`config.mk`:
```
export PLATFORM = sky130hd
export DESIGN_NAME = input_debouncer
export DESIGN_NICKNAME = d
export VERILOG_FILES = /design/src/rtl/input_debouncer.sv
export SDC_FILE = /design/constraint.sdc
export NUM_CORES = 1
export LEC_CHECK = 0
export CAP_MARGIN = 20
export CELL_PAD_IN_SITES_DETAIL_PLACEMENT = 0
export CELL_PAD_IN_SITES_GLOBAL_PLACEMENT = 1
export CORE_AREA = 2 2 39 41
export CTS_CLUSTER_DIAMETER = 120
export DETAILED_ROUTE_END_ITERATION = 8
export DIE_AREA = 0 0 41 43
export PLACE_DENSITY = 0.62
export SLEW_MARGIN = 20
export SYNTH_ARGS = -nofsm -noshare
export SYNTH_HDL_FRONTEND = slang
export SYNTH_SLANG_ARGS = --single-unit
```
`constraint.sdc`:
```
create_clock -name clk -period 1.5 [get_ports clk]
set_input_delay 0.3 -clock clk [delete_from_list [all_inputs] [get_ports clk]]
set_output_delay 0.3 -clock clk [all_outputs]
set_load 0.01 [all_outputs]
```
`src/rtl/input_debouncer.sv`:
```
// input_debouncer: synchronizer chain followed by a 4-state stability FSM that turns a raw,
// bouncy level input into a clean, clock-synchronous level with one transition per
// physical press/release.
// Optional feature: define DEBOUNCE_GLITCH_CNT_EN to add a saturating count of rejected
// transitions on port glitch_cnt.
module input_debouncer #(
    parameter int SYNC_STAGES     = 2,
    parameter int DEBOUNCE_CYCLES = 4
`ifdef DEBOUNCE_GLITCH_CNT_EN
    ,
    parameter int GLITCH_W        = 8
`endif
) (
    input  logic                clk,
    input  logic                rst,
    input  logic                in,
    output logic                out,
    output logic                busy
`ifdef DEBOUNCE_GLITCH_CNT_EN
    ,
    output logic [GLITCH_W-1:0] glitch_cnt
`endif
);

    localparam int CNT_W = $clog2(DEBOUNCE_CYCLES + 1);
    localparam logic [CNT_W-1:0] CNT_LAST = CNT_W'(DEBOUNCE_CYCLES - 1);
    localparam logic [CNT_W-1:0] CNT_ONE  = CNT_W'(1);

    typedef enum logic [1:0] {
        StLow      = 2'b00,
        StWaitHigh = 2'b01,
        StHigh     = 2'b10,
        StWaitLow  = 2'b11
    } state_e;

    logic [SYNC_STAGES-1:0] sync_q;
    logic                   s;
    state_e                 state_q;
    logic [CNT_W-1:0]       cnt_q;
    logic                   out_q;
    logic                   busy_q;

    assign s    = sync_q[SYNC_STAGES-1];
    assign out  = out_q;
    assign busy = busy_q;

    // Synchronizer chain: shift the raw input toward s.
    always_ff @(posedge clk or posedge rst) begin
        if (rst) begin
            sync_q <= '0;
        end else begin
            sync_q <= {sync_q[SYNC_STAGES-2:0], in};
        end
    end

    // Stability FSM; out/busy are registered alongside the state so they never glitch.
    always_ff @(posedge clk or posedge rst) begin
        if (rst) begin
            state_q <= StLow;
            cnt_q   <= '0;
            out_q   <= 1'b0;
            busy_q  <= 1'b0;
        end else begin
            unique case (state_q)
                StLow: begin
                    if (s) begin
                        if (DEBOUNCE_CYCLES == 1) begin
                            state_q <= StHigh;
                            out_q   <= 1'b1;
                        end else begin
                            state_q <= StWaitHigh;
                            cnt_q   <= CNT_ONE;
                            busy_q  <= 1'b1;
                        end
                    end
                end
                StWaitHigh: begin
                    if (s) begin
                        if (cnt_q == CNT_LAST) begin
                            state_q <= StHigh;
                            cnt_q   <= '0;
                            out_q   <= 1'b1;
                            busy_q  <= 1'b0;
                        end else begin
                            cnt_q <= cnt_q + CNT_ONE;
                        end
                    end else begin
                        // Candidate rise did not hold long enough: fall back to LOW.
                        state_q <= StLow;
                        cnt_q   <= '0;
                        busy_q  <= 1'b0;
                    end
                end
                StHigh: begin
                    if (!s) begin
                        if (DEBOUNCE_CYCLES == 1) begin
                            state_q <= StLow;
                            out_q   <= 1'b0;
                        end else begin
                            state_q <= StWaitLow;
                            cnt_q   <= CNT_ONE;
                            busy_q  <= 1'b1;
                        end
                    end
                end
                StWaitLow: begin
                    if (!s) begin
                        if (cnt_q == CNT_LAST) begin
                            state_q <= StLow;
                            cnt_q   <= '0;
                            out_q   <= 1'b0;
                            busy_q  <= 1'b0;
                        end else begin
                            cnt_q <= cnt_q + CNT_ONE;
                        end
                    end else begin
                        // Candidate fall did not hold long enough: fall back to HIGH.
                        state_q <= StHigh;
                        cnt_q   <= '0;
                        busy_q  <= 1'b0;
                    end
                end
                default: begin
                    state_q <= StLow;
                    cnt_q   <= '0;
                    out_q   <= 1'b0;
                    busy_q  <= 1'b0;
                end
            endcase
        end
    end

`ifdef DEBOUNCE_GLITCH_CNT_EN
    logic                abort;
    logic [GLITCH_W-1:0] glitch_q;

    assign abort      = ((state_q == StWaitHigh) && !s) || ((state_q == StWaitLow) && s);
    assign glitch_cnt = glitch_q;

    // Count aborted qualifications, saturating at all-ones.
    always_ff @(posedge clk or posedge rst) begin
        if (rst) begin
            glitch_q <= '0;
        end else if (abort && (glitch_q != '1)) begin
            glitch_q <= glitch_q + GLITCH_W'(1);
        end
    end
`endif

endmodule

```
==> metrics.csv, run 1 <==
stage,metric,value,unit
grt,grt_use_total,9.27,%
clocking,root_buffer,clkbuf_4,
worst_setup_path,cp-start-kind,register,
logic_synthesis,synth-seq-area-share,61.0,%
worst_setup_path,critPathMaxStageDelay,0.54,ns
clocking,cts_tree,built,
cells_and_area,stdcell_area,458,sq um
worst_setup_path,crit_start,busy,
worst_setup_path,crit_buf_inv,1,
timing,setup-violations-final,0,
timing,rsz0062_at_grt,no,
clocking,clk_pin_slew_worst_paths,0.06,ns
floorplan,rows,14,
cells_and_area,final_cells,53,
logic_synthesis,syn_nets,33,
grt,grt_pass1_wl,979,um
placed_design,dp_cells,49,
route,via_per_inst,4.47,
route,routed_wl,580,um
grt,antenna_found_initial,0,
placed_design,placed_area,429,sq um
grt,grt_pass1_vias,238,
worst_setup_path,reg2regPathDepth,3,
timing,clock_skew,0.00399,ns
timing,hold_slack,0.304,ns
worst_setup_path,crit_type,reg -> out,
worst_setup_path,cp-end-kind,primary output,
worst_setup_path,crit_end,busy,
logic_synthesis,synth_top_area_share,61.0,%
clocking,cts_setup_buffers,0,
worst_setup_path,cp.arrival,1.16,ns
clocking,clock-sinks,9,
timing,min_period_over_period,97.1,%
route,ant_nets,0,
placed_design,hpwl,435,um
logic_synthesis,synth_edf_count,0,
timing,fin_ws,0.0442,ns
cells_and_area,num_antenna_cells,0,
clocking,clock_latency,0.25,ns
cells_and_area,syn_to_final_growth,24.1,%
worst_setup_path,cp.required,1.20,ns
timing,finalHoldViolCount,0,
logic_synthesis,netlist_top_cells_count,"9 x dfrtp_1, 3 x nor2_1, 3 x o21ai_0, 2 x o21a_1",
logic_synthesis,ys_ff_latch,9,
logic_synthesis,yosysMostFrequentCell,dfrtp_1,
route,drc,0,
pwr,ir_worst_vdd,0.000747,V
min_path,hold_path.class,in -> async,
logic_synthesis,synth_top_area_cell,dfrtp_1,
worst_setup_path,path_depth,1,
placed_design,port_buffers,4,
logic_synthesis,yosysWarningCount,0,
logic_synthesis,synth_flop_cell,dfrtp_1,
pwr,p_total,0.809,mW
outcome,status,"finished, final reports clean",
placed_design,globalplace.congestion,0.691,
logic_synthesis,synth_area,369,sq um
grt,overflow,0,
logic_synthesis,ys_async_sr_fraction,100,%
clocking,h-tree-depth,1,
timing,worstMarginPinSlew,0.345,ns
worst_setup_path,critPathSlowestCell,clkdlybuf4s50_1,
route,dr.first_iter.drc_count,0,
timing,fin_setup_tns,0,ns
logic_synthesis,ys_types,16,
timing,slew_headroom,77.0,%
logic_synthesis,avgSynthCellArea,12.7,sq um
worst_setup_path,reg2reg_slack,0.27,ns
floorplan,start_util,26.7,%
timing,slew_violations,0,
route,post_drt_wl_per_cell,10.9,um
cells_and_area,drive_above_1_share,18.9,%
pwr,powerDensity,1770,mW/mm^2
floorplan,coreArea,0.00138,sq mm
clocking,cts_made_buffers,3,
route,vias,237,
job,maxCapViolCount,0,
pwr,leakage,0.199,nW
floorplan,die_w,41,um
placed_design,dp_worst_setup_slack,0.274,ns
worst_setup_path,cp_cell_sequence,clkdlybuf4s50_1,
timing,clock.fmax,687,MHz
logic_synthesis,synth_cells,29,
timing,min_period,1.46,ns
cells_and_area,final_nets,42,
cells_and_area,post-route-util,33.1,%
worst_setup_path,crit_family,buffers and inverters,
worst_setup_path,rr_startpoint,cnt_q[0],
grt,grt_max_degree,10,
worst_setup_path,crit_fanout,3,
floorplan,fp.dieH,43,um
clocking,cts_buffer_depth,2,
floorplan,die_area,0.00176,sq mm
route,drtPass1Iterations,1,
floorplan,num_io_pins,5,
logic_synthesis,synth_area_leaders,"dfrtp_1 61%, xor2_2 4.4%, o21ai_0 4.1%",
==> placed cells by master (no fill, tap or decap), drive strengths merged <==
cell type,netlist,final
a22o,1,1
a31oi,1,1
and2,1,1
and3b,1,1
clkbuf,0,4
clkdlybuf4s50,0,3
dfrtp,9,9
dlymetal6s2s,0,1
ha,1,1
inv,1,1
mux2,1,1
nand2,1,1
nand3b,1,1
nor2,3,3
nor2b,1,1
o21a,2,2
o21ai,3,3
o2bb2ai,1,1
xor2,1,1
==> power breakdown <==
| part | switching [mW] | internal (mW) |
|---|---|---|
| clock | 0.0788 | 0.102 |
| combinational | 0.109 | 0.136 |
| sequential | 0.0707 | 0.313 |
| total | 0.258 | 0.551 |
==> worst min-delay path by stage <==
stage	start	end	slack [ns]	depth (start not counted)
6_report	rst	cnt_q[1]	0.30	2
4_1_cts	rst	state_q[0]	0.31	2
2_1_floorplan	rst	asynchronous set/reset pin	0.13	1
5_1_grt	rst	state_q[0]	0.34	2
3_5_place_dp	sync_q[0]	sync_q[1]	0.34	0
3_3_place_gp	sync_q[0]	sync_q[1]	0.33	0
==> final cells by class <==
cell class                      instances  area (sq um)
Timing Repair Buffer                    4          42.5
Sequential cell                         9           225
Tap cell                               16          20.0
Inverter                                1          3.75
Fill cell                             149           926
Clock buffer                            4          26.3
Multi-Input combinational cell         19           140
==> per-layer routing <==
layer  global-route usage, %  routed length (um)  up-vias
met5                       0                   0        -
li1                        -                   -      117
met3                    4.71                  26        0
met1                    11.4                 259      116
met4                    8.00                   0        0
met2                    11.3                 294        4
==> kinds of logic (layout without fill, tap and decap cells) <==
| kind of cell | Yosys count | after routing | synth area share [%] |
|---|---|---|---|
| simple gates | 8 | 8 | 12.5 |
| fa+ha+maj | 1 | 1 | 3.39 |
| buf+inv | 1 | 9 | 1.02 |
| compound gates | 8 | 8 | 14.6 |
| flops | 9 | 9 | 61.0 |
| mux | 1 | 1 | 3.05 |
| xor+xnor | 1 | 1 | 4.41 |
==> timing repair <==
action,in CTS,in global routing
gates resized for setup,0,1
hold buffers,0,0
endpoints found under the setup margin,0,1
Power figures use the tool's default switching activity.
==> run 2: changes to the inputs <==
- ABC_AREA: default -> 0
==> results of run 2 <==
The final DEF is identical to that of run 1; final timing and power are the same.
